--- config.mk ---
export PLATFORM = sky130hd
export DESIGN_NAME = reg_bank_arbiter
export DESIGN_NICKNAME = d
export VERILOG_FILES = /design/src/rtl/reg_bank_arb_pkg.sv /design/src/rtl/arb_timeout_counter.sv /design/src/rtl/reg_bank_arbiter.sv
export SDC_FILE = /design/constraint.sdc
export NUM_CORES = 1
export LEC_CHECK = 0
export ABC_AREA = 1
export CORE_UTILIZATION = 45
export DETAILED_ROUTE_END_ITERATION = 10
export PLACE_DENSITY_LB_ADDON = 0.12
export SYNTH_ARGS = -nofsm -noshare
export SYNTH_HDL_FRONTEND = slang
export SYNTH_SLANG_ARGS = --single-unit
--- constraint.sdc ---
create_clock -name clk -period 2.2 [get_ports clk]
set_input_delay 0.44 -clock clk [delete_from_list [all_inputs] [get_ports clk]]
set_output_delay 0.44 -clock clk [all_outputs]
set_load 0.005 [all_outputs]
--- src/rtl/reg_bank_arb_pkg.sv ---
// Shared types and default widths for the register-bank arbiter.
package reg_bank_arb_pkg;

  localparam int unsigned DEF_ADDR_WIDTH = 3;
  localparam int unsigned DEF_REG_WIDTH  = 8;

  typedef enum logic [1:0] {OWN_NONE, OWN_SPI, OWN_I2C} owner_e;

  typedef enum logic [1:0] {ST_IDLE, ST_OWN_SPI, ST_OWN_I2C} arb_state_e;

endpackage

--- src/rtl/arb_timeout_counter.sv ---
// Idle-cycle counter for a held bank lock; expired asserts at TIMEOUT_CYCLES (0 disables).
module arb_timeout_counter #(
  parameter int unsigned TIMEOUT_CYCLES = 1024
) (
  input  logic clk,
  input  logic rstb,
  input  logic ena,
  input  logic clear,
  input  logic inc,
  output logic expired
);

  localparam int unsigned CNT_WIDTH = $clog2(TIMEOUT_CYCLES + 1);
  localparam int unsigned CW        = (CNT_WIDTH < 1) ? 1 : CNT_WIDTH;
  localparam logic [CW-1:0] LIMIT   = CW'(TIMEOUT_CYCLES);

  logic [CW-1:0] cnt;

  always_ff @(posedge clk) begin
    if (!rstb) begin
      cnt <= '0;
    end else if (ena) begin
      if (clear || TIMEOUT_CYCLES == 0) begin
        cnt <= '0;
      end else if (inc && cnt != LIMIT) begin
        cnt <= cnt + CW'(1);
      end
    end
  end

  assign expired = (TIMEOUT_CYCLES != 0) && (cnt == LIMIT);

endmodule

--- src/rtl/reg_bank_arbiter.sv ---
// Lock-based SPI/I2C arbiter for the shared config/status register bank.
// Optional REG_BANK_ARB_FORCE_SEL_EN adds a sel input forcing the eligible owner.
module reg_bank_arbiter
  import reg_bank_arb_pkg::*;
#(
  parameter int unsigned ADDR_WIDTH     = DEF_ADDR_WIDTH,
  parameter int unsigned REG_WIDTH      = DEF_REG_WIDTH,
  parameter int unsigned TIMEOUT_CYCLES = 1024
) (
  input  logic                  clk,
  input  logic                  rstb,
  input  logic                  ena,
  input  logic                  spi_lock,
  input  logic                  spi_req,
  input  logic                  spi_we,
  input  logic [ADDR_WIDTH-1:0] spi_addr,
  input  logic [REG_WIDTH-1:0]  spi_wdata,
  input  logic                  i2c_lock,
  input  logic                  i2c_req,
  input  logic                  i2c_we,
  input  logic [ADDR_WIDTH-1:0] i2c_addr,
  input  logic [REG_WIDTH-1:0]  i2c_wdata,
  output logic                  spi_gnt,
  output logic                  spi_ack,
  output logic                  i2c_gnt,
  output logic                  i2c_ack,
  output logic [REG_WIDTH-1:0]  rdata,
  output logic                  bank_en,
  output logic                  bank_we,
  output logic [ADDR_WIDTH-1:0] bank_addr,
  output logic [REG_WIDTH-1:0]  bank_wdata,
  input  logic [REG_WIDTH-1:0]  bank_rdata,
`ifdef REG_BANK_ARB_FORCE_SEL_EN
  input  logic                  sel,
`endif
  input  logic                  timeout_clr,
  output logic                  timeout_flag
);

  arb_state_e state, next_state;
  owner_e     last_owner;
  logic       pending, spi_bar, i2c_bar;
  logic       spi_sel_ok, i2c_sel_ok, spi_elig, i2c_elig;
  logic       owned, start, force_rel, expired, tmo_inc, tmo_clear;
  logic       own_req, own_lock, own_ok, own_we;
  logic [ADDR_WIDTH-1:0] own_addr;
  logic [REG_WIDTH-1:0]  own_wdata;

  always_comb begin
    spi_sel_ok = 1'b1;
    i2c_sel_ok = 1'b1;
`ifdef REG_BANK_ARB_FORCE_SEL_EN
    spi_sel_ok = ~sel;
    i2c_sel_ok = sel;
`endif
    spi_elig = spi_lock & ~spi_bar & spi_sel_ok;
    i2c_elig = i2c_lock & ~i2c_bar & i2c_sel_ok;

    own_req   = 1'b0;
    own_lock  = 1'b0;
    own_ok    = 1'b0;
    own_we    = 1'b0;
    own_addr  = '0;
    own_wdata = '0;
    case (state)
      ST_OWN_SPI: begin
        own_req = spi_req; own_lock = spi_lock; own_ok = spi_sel_ok;
        own_we = spi_we; own_addr = spi_addr; own_wdata = spi_wdata;
      end
      ST_OWN_I2C: begin
        own_req = i2c_req; own_lock = i2c_lock; own_ok = i2c_sel_ok;
        own_we = i2c_we; own_addr = i2c_addr; own_wdata = i2c_wdata;
      end
      default: ;
    endcase

    owned      = (state != ST_IDLE);
    next_state = state;
    start      = 1'b0;
    force_rel  = 1'b0;
    case (state)
      ST_IDLE: begin
        if (spi_elig && i2c_elig)
          next_state = (last_owner == OWN_SPI) ? ST_OWN_I2C : ST_OWN_SPI;
        else if (spi_elig)
          next_state = ST_OWN_SPI;
        else if (i2c_elig)
          next_state = ST_OWN_I2C;
      end
      default: begin
        // A pending access always completes; a request beats release so an
        // owner dropping lock alongside its last req still gets served.
        if (pending) begin
          next_state = state;
        end else if (expired) begin
          next_state = ST_IDLE;
          force_rel  = 1'b1;
        end else if (own_req && own_ok) begin
          start = 1'b1;
        end else if (!own_lock || !own_ok) begin
          next_state = ST_IDLE;
        end
      end
    endcase

    tmo_inc   = owned & ~own_req & ~pending;
    tmo_clear = ~owned | own_req | force_rel;
  end

  arb_timeout_counter #(.TIMEOUT_CYCLES(TIMEOUT_CYCLES)) u_timeout (
    .clk     (clk),
    .rstb    (rstb),
    .ena     (ena),
    .clear   (tmo_clear),
    .inc     (tmo_inc),
    .expired (expired)
  );

  always_ff @(posedge clk) begin
    if (!rstb) begin
      state <= ST_IDLE;
    end else if (ena) begin
      state <= next_state;
    end
  end

  always_ff @(posedge clk) begin
    if (!rstb) begin
      last_owner   <= OWN_I2C;
      pending      <= 1'b0;
      spi_bar      <= 1'b0;
      i2c_bar      <= 1'b0;
      spi_gnt      <= 1'b0;
      i2c_gnt      <= 1'b0;
      spi_ack      <= 1'b0;
      i2c_ack      <= 1'b0;
      rdata        <= '0;
      bank_en      <= 1'b0;
      bank_we      <= 1'b0;
      bank_addr    <= '0;
      bank_wdata   <= '0;
      timeout_flag <= 1'b0;
    end else if (ena) begin
      pending <= start;
      bank_en <= start;
      bank_we <= start & own_we;
      if (start) begin
        bank_addr  <= own_addr;
        bank_wdata <= own_wdata;
      end
      spi_ack <= pending & (state == ST_OWN_SPI);
      i2c_ack <= pending & (state == ST_OWN_I2C);
      if (pending) rdata <= bank_rdata;
      spi_gnt <= (next_state == ST_OWN_SPI);
      i2c_gnt <= (next_state == ST_OWN_I2C);
      if (owned && next_state == ST_IDLE)
        last_owner <= (state == ST_OWN_SPI) ? OWN_SPI : OWN_I2C;
      if (force_rel && state == ST_OWN_SPI) spi_bar <= 1'b1;
      else if (!spi_lock)                   spi_bar <= 1'b0;
      if (force_rel && state == ST_OWN_I2C) i2c_bar <= 1'b1;
      else if (!i2c_lock)                   i2c_bar <= 1'b0;
      if (force_rel)        timeout_flag <= 1'b1;
      else if (timeout_clr) timeout_flag <= 1'b0;
    end
  end

endmodule
# == After elaboration in Yosys (flattened, before gate mapping) ==
# Index checks and enable logic that the tools add are counted.
# op_classes
div_mod_pow,0
n_eq_ne,9
muxes,31
n_addsub,1
n_lt_le_gt_ge,0
reduce_logical,22
n_bitwise,14
n_shift,0
mul,0
# op_table
op,n
$mux 11,2
$mux 2,10
$pmux 8 s2,1
$mux 1,14
$reduce_and 2->1,7
$add 11x1->11 const B,1
$eq 11x11->1 const B,1
$ne 11x11->1 const B,1
$and 1x1->1,7
$eq 2x1->1 const B,3
$logic_and 1x1->1,6
$pmux 1 s2,3
$pmux 3 s2,1
$reduce_bool 2->1,3
$not 1->1,5
$eq 2x2->1 const B,2
$logic_not 2->1,2
$ne 2x1->1 const B,2
$logic_not 1->1,2
$or 1x1->1,2
$reduce_or 2->1,1
$logic_or 1x1->1,1
# word_totals
mem_bits_rw,0
mem_count,0
input_bits,40
romBits,0
latchBits,0
wordCells,92
out_inout_bits,26
ff_bits,43

# == Logic depth before layout (Yosys ltp) ==
# depth
word_depth,13
mapped_depth,13
depth_no_buf,12

# == Modules after synthesis ==
# From an unflattened synthesis, not the netlist that was laid out.
# hier_totals
hier_cells,315
hier_area_um2,2272.2
# modules_own_cells
mod,instances,area_each_um2,seq_area_each_um2,cells_per_inst
reg_bank_arbiter,1,1530.2,640.6,191
arb_timeout_counter,1,742.0,220.2,124

# == Worst setup path after synthesis ==
# No wires, ideal clock.
# synth_path
path_kind,register to register
from,reg state[0]
to,reg bank_wdata[0]
path_stages_with_launch,9
slack_ns,0.511
setup_ns,0.137
synth_period_minus_slack_ns,1.689
t_arrival_ns,1.552
required_time_ns,2.063
n_path_buf,1
cell_sequence,dfxtp_1 inv_1 ha_1 or2_4 nor3_4 nand2_2 buf_6 a21oi_1 nor2_1
# synth_between
elab_chain_len,9
word_cells_on_any_way,13
classes_between,eq/ne: 2; mux: 7; reduce/logical: 4
# synth_lines
element,line,text
from (decl),reg_bank_arbiter.sv:40,"arb_state_e state, next_state;"
from (signal assigned),reg_bank_arbiter.sv:123,state <= next_state;
$eq 2x1->1 / $eq 2x2->1 (equally long branches),reg_bank_arbiter.sv:65,case (state)
$reduce_or 2->1 (no source line),-,
$mux 1,reg_bank_arbiter.sv:65,
$logic_and 1x1->1,reg_bank_arbiter.sv:98,end else if (own_req && own_ok) begin
$mux 1,reg_bank_arbiter.sv:98,
$mux 1,reg_bank_arbiter.sv:95,end else if (expired) begin
$mux 1,reg_bank_arbiter.sv:93,if (pending) begin
$mux 1,reg_bank_arbiter.sv:81,case (state)
$reduce_and 2->1 (no source line),-,
to (signal assigned),reg_bank_arbiter.sv:149,bank_wdata <= own_wdata;
to (decl),reg_bank_arbiter.sv:31,"output logic [REG_WIDTH-1:0] bank_wdata,"
# Several ways; a longest one is shown, not always the timed one.
# A chain may end at the register's enable or synchronous reset.

# == Final worst setup path ==
# layout_path
from,reg state[0]
to,reg u_timeout.cnt[6]
# layout_between
elab_chain_len,8
word_cells_on_any_way,16
classes_between,eq/ne: 2; mux: 3; bitwise: 6; reduce/logical: 5
# layout_lines
element,line,text
$eq 2x2->1 / $eq 2x1->1 (equally long branches),reg_bank_arbiter.sv:65,
$pmux 1 s2,reg_bank_arbiter.sv:65,
$not 1->1,reg_bank_arbiter.sv:106,tmo_inc = owned & ~own_req & ~pending;
$and 1x1->1 (2 in series),reg_bank_arbiter.sv:106,
$logic_and 1x1->1,arb_timeout_counter.sv:25,end else if (inc && cnt != LIMIT) begin
$reduce_bool 2->1 (no source line),-,
$reduce_and 2->1 (no source line),-,
to (signal assigned),arb_timeout_counter.sv:26,cnt <= cnt + CW'(1);
to (decl),arb_timeout_counter.sv:17,logic [CW-1:0] cnt;
# Several ways; a longest one is shown, not always the timed one.

==> results.md <==
Outcome:
- The checks that failed: design-rule violations.
- The run finished, with violations left.

Synth:
- The count of mapped cells out of synthesis is slightly below 300.
- The largest total area in the synthesized netlist belongs to sky130_fd_sc_hd__dfxtp_1.
- The post-synthesis instance area is roughly 2100 µm².
- For this run, the number of Yosys warnings is 0.
- The count of cell types in the netlist is 28.
- Yosys attributes the largest share of cell area to sky130_fd_sc_hd__dfxtp_1 41%, sky130_fd_sc_hd__nand2_1 13%, sky130_fd_sc_hd__nor2_1 7.5%, sky130_fd_sc_hd__a21oi_2 7.0%, sky130_fd_sc_hd__a21oi_1 6.2%.
- The number of nets in the synthesized netlist is around 340.
- Of the post-synthesis cell area, the dominant cell type holds 0.4069.
- The synthesized area divided by synthesized cell count is slightly above 7 µm².
- The post-synthesis sequential element count is 43.
- The sequential share of the synthesized area is 0.4069.

Drt:
- Using the TritonRoute via totals, the vias-per-cell ratio works out to between 5 and 6.
- The final layout contains routed wiring with a total length of approximately 5000 µm.
- Dividing the detail-routed wire length by the instance count gives 12.15 µm.
- The detailed router finished its first iteration with 78 violations.
- The first detailed-routing pass took 7 iterations.
- The detailed router placed around 2100 vias in this run.
- The count of antenna-violating nets left after detailed routing is 0.
- The amount of wire on met3 after detailed routing is between 200 and 300 µm.
- Routed signal wires occupy layers up through met4.
- The post-detailed-route DRC marker count is 4.
- The routed length on met1 is approximately 2400 µm.
- Wire segments on met2 add up to about 2300 µm in the final route.

Timing:
- The maximum operating frequency is between 500 and 600 MHz.
- After layout, the minimum clock period comes to just under 2 ns.
- Clock skew on the completed layout was measured at between 0.004 and 0.005 ns.
- After layout, the worst setup slack is 0.2303 ns.
- Dividing the final minimum period by the clock period gives 0.8953.
- The count of pins over their slew limit is 0.
- Measured against its own limit, the worst slew margin works out to 0.7512.
- The final setup violation count is 0.
- After routing, the total negative slack on setup checks comes to 0 ns.
- Setup repair after global routing left no endpoint under its margin.
- The total count of hold-check failures in the final report is 0.
- The measured slew at the worst slew-check pin is between 0.3 and 0.4 ns.

CTS:
- Gates resized during post-CTS repair numbered 0.
- The hold buffer count at CTS is 0.
- The number of CTS-inserted buffers is 5.
- The tree is rooted in a sky130_fd_sc_hd__clkbuf_8.
- The later pin in the worst-skew pair is clocked with a latency of around 0.3 ns.
- The clock passes through at most 2 buffers.
- Clock-pin slew was measured on the worst setup and hold paths at ~0.080 ns.
- The clock net in this run drives a total of between 40 and 50 sinks.
- The number of H-tree levels is 2.
- The number of setup buffers added after CTS is 0.
- TritonCTS built the clock tree.

Worst setup path:
- Of all nets on the critical path, the largest fanout is 8.
- At the worst endpoint, the arrival time is 2.20 ns.
- The worst setup path is launched from a flop.
- The critical setup path kind is flop to flop.
- The element type at the critical path end is a flop.
- STA puts the critical path data required time at ~2.4 ns.

GRT:
- The number of global-route vias before repair came to between 1500 and 2000.
- In the global route stage, overall resource usage came out at 0.2112.
- Entering global routing, the biggest net connects 22 pins.
- The first-pass GRT wire length is about 8400 µm.
- The sum of overflow across all layers after global routing is 0.
- The initial antenna violation count was 0.

Die:
- The floorplan has 24 rows.
- The horizontal extent of the die is 70.57 µm.
- 66 I/O pins were placed.
- The core region is 4444 µm².
- For this configuration, the core starts out at a cell density of 0.4761.
- The die covers ~5000 µm².
- From bottom edge to top edge, the die measures between 70 and 80 µm.

Pwr:
- The leakage power figure is 1.093 nW.
- Total power for the finished layout comes to roughly 0.0016 W.
- The power density over cell area is approximately 540 nW/µm².
- The worst vdd rail ir drop is 0.0003935 V.

Final layout:
- The proportion of layout cells with a drive suffix above 1 is 0.1260.
- The number of antenna diodes in the final layout is 0.
- The net count of the finished layout is about 400.
- From synthesis to final layout, the design area changed by 39.33%.
- The post-layout instance count excluding filler cells is between 400 and 500.
- Measured on the finished design, the core utilization comes to 0.6633.

Place:
- Buffers placed on the I/O ports in this run total 65.
- The worst slack after detailed placement is between 0.1 and 0.15 ns.
- Routability-driven placement finished with a final weighted congestion of just under 0.9.
- The HPWL after detailed placement is around 3600 µm.
- The number of placed instances, taps included is 410.

Worst hold path:
- The tightest min-delay check is of the flop to flop type.

Job:
- Across the run, the number of max-cap violations was 0.
[cell usage in the layout, fill, tap and decap left out, drive strengths merged, types with 5 or more instances in the layout]
cell | synthesis | routed
nand2 | 74 | 74
clkdlybuf4s50 | 0 | 65
nor2 | 50 | 50
dfxtp | 43 | 43
a21oi | 43 | 43
inv | 22 | 22
o21ai | 19 | 19
nand3 | 10 | 10
buf | 4 | 8
ha | 5 | 5
clkbuf | 7 | 5
nor3 | 5 | 5
[state kept, by name (all words and copies together) (netlist names)]
register and flops:
u_timeout.cnt 11, bank_wdata 8, rdata 8, bank_addr 3, last_owner 2, state 2, bank_we 1, i2c_ack 1
i2c_bar 1, i2c_gnt 1, pending 1, spi_ack 1, spi_bar 1, spi_gnt 1, timeout_flag 1
[power breakdown]
group          total, W  internal, W  switching [W]
Combinational  0.000188     0.000100      0.0000874
Clock          0.000605     0.000332       0.000273
Sequential     0.000791     0.000786     0.00000556
[routing by layer]
metal / global-route usage / up-vias
li1: - / 1093
met1: 0.2740 / 963
met2: 0.3441 / 52
met3: 0.04986 / 7
met4: 0.08000 / 0
met5: 0 / -
[critical path, cell delays in order, from the launching register on]
cell                      delay (ns)
sky130_fd_sc_hd__dfxtp_1        0.37
sky130_fd_sc_hd__inv_1          0.10
sky130_fd_sc_hd__ha_1           0.37
sky130_fd_sc_hd__a21oi_1        0.25
sky130_fd_sc_hd__nand2_1        0.15
sky130_fd_sc_hd__a21oi_2        0.36
sky130_fd_sc_hd__o21ai_0        0.16
sky130_fd_sc_hd__a21oi_1        0.14
[layout make-up]
type | instances | area [µm²]
Inverter | 23 | 86.33
Fill cell | 419 | 1496
Multi-Input combinational cell | 219 | 1106
Timing Repair Buffer | 73 | 723.2
Clock buffer | 5 | 68.82
Sequential cell | 43 | 860.8
Tap cell | 52 | 65.06
Clock inverter | 2 | 37.54
[metrics by stage]
| step | instance area, µm² | hold slack (ns) |
|---|---|---|
| 2_1_floorplan | 2116 | 0.4491 |
| 3_5_place_dp | 2841 | 0.4600 |
| 3_3_place_gp | 2841 | 0.4559 |
| 4_1_cts | 2948 | 0.4771 |
| 6_report | 2948 | 0.4710 |
| 5_1_grt | 2948 | 0.4914 |
[cell usage after synthesis (all sizes together)]
cell	instances
a22o	3
nand2	74
a31oi	1
a22oi	1
nand4	3
buf	4
o21ai	19
clkinv	1
o21a	1
ha	5
inv	22
clkbuf	7
a21boi	1
or2	3
nor2	50
nor3	5
nand3	10
a21oi	43
dfxtp	43
[path summary, 6_finish.rpt]
| check | cells past startpoint | slack [ns] | endpoint | start |
|---|---|---|---|---|
| worst min-delay path | 2 | 0.47 | spi_ack | spi_ack |
| worst max register to register | 7 | 0.23 | u_timeout.cnt[6] | state[0] |
| worst min register to register | 2 | 0.47 | spi_ack | spi_ack |
| worst max-delay path | 7 | 0.23 | u_timeout.cnt[6] | state[0] |
[kinds of logic (layout without fill, tap and decap cells)]
| kind of cell | Yosys count | in the layout | share of synthesized area |
|---|---|---|---|
| AND/OR/NAND/NOR | 145 | 145 | 0.2904 |
| AO/OA/AOI/OAI | 69 | 69 | 0.2028 |
| flip-flops | 43 | 43 | 0.4069 |
| buffers and inverters | 34 | 103 | 0.07037 |
| adder cells (fa/ha/maj) | 5 | 5 | 0.02957 |
Power figures use the tool's default switching activity.
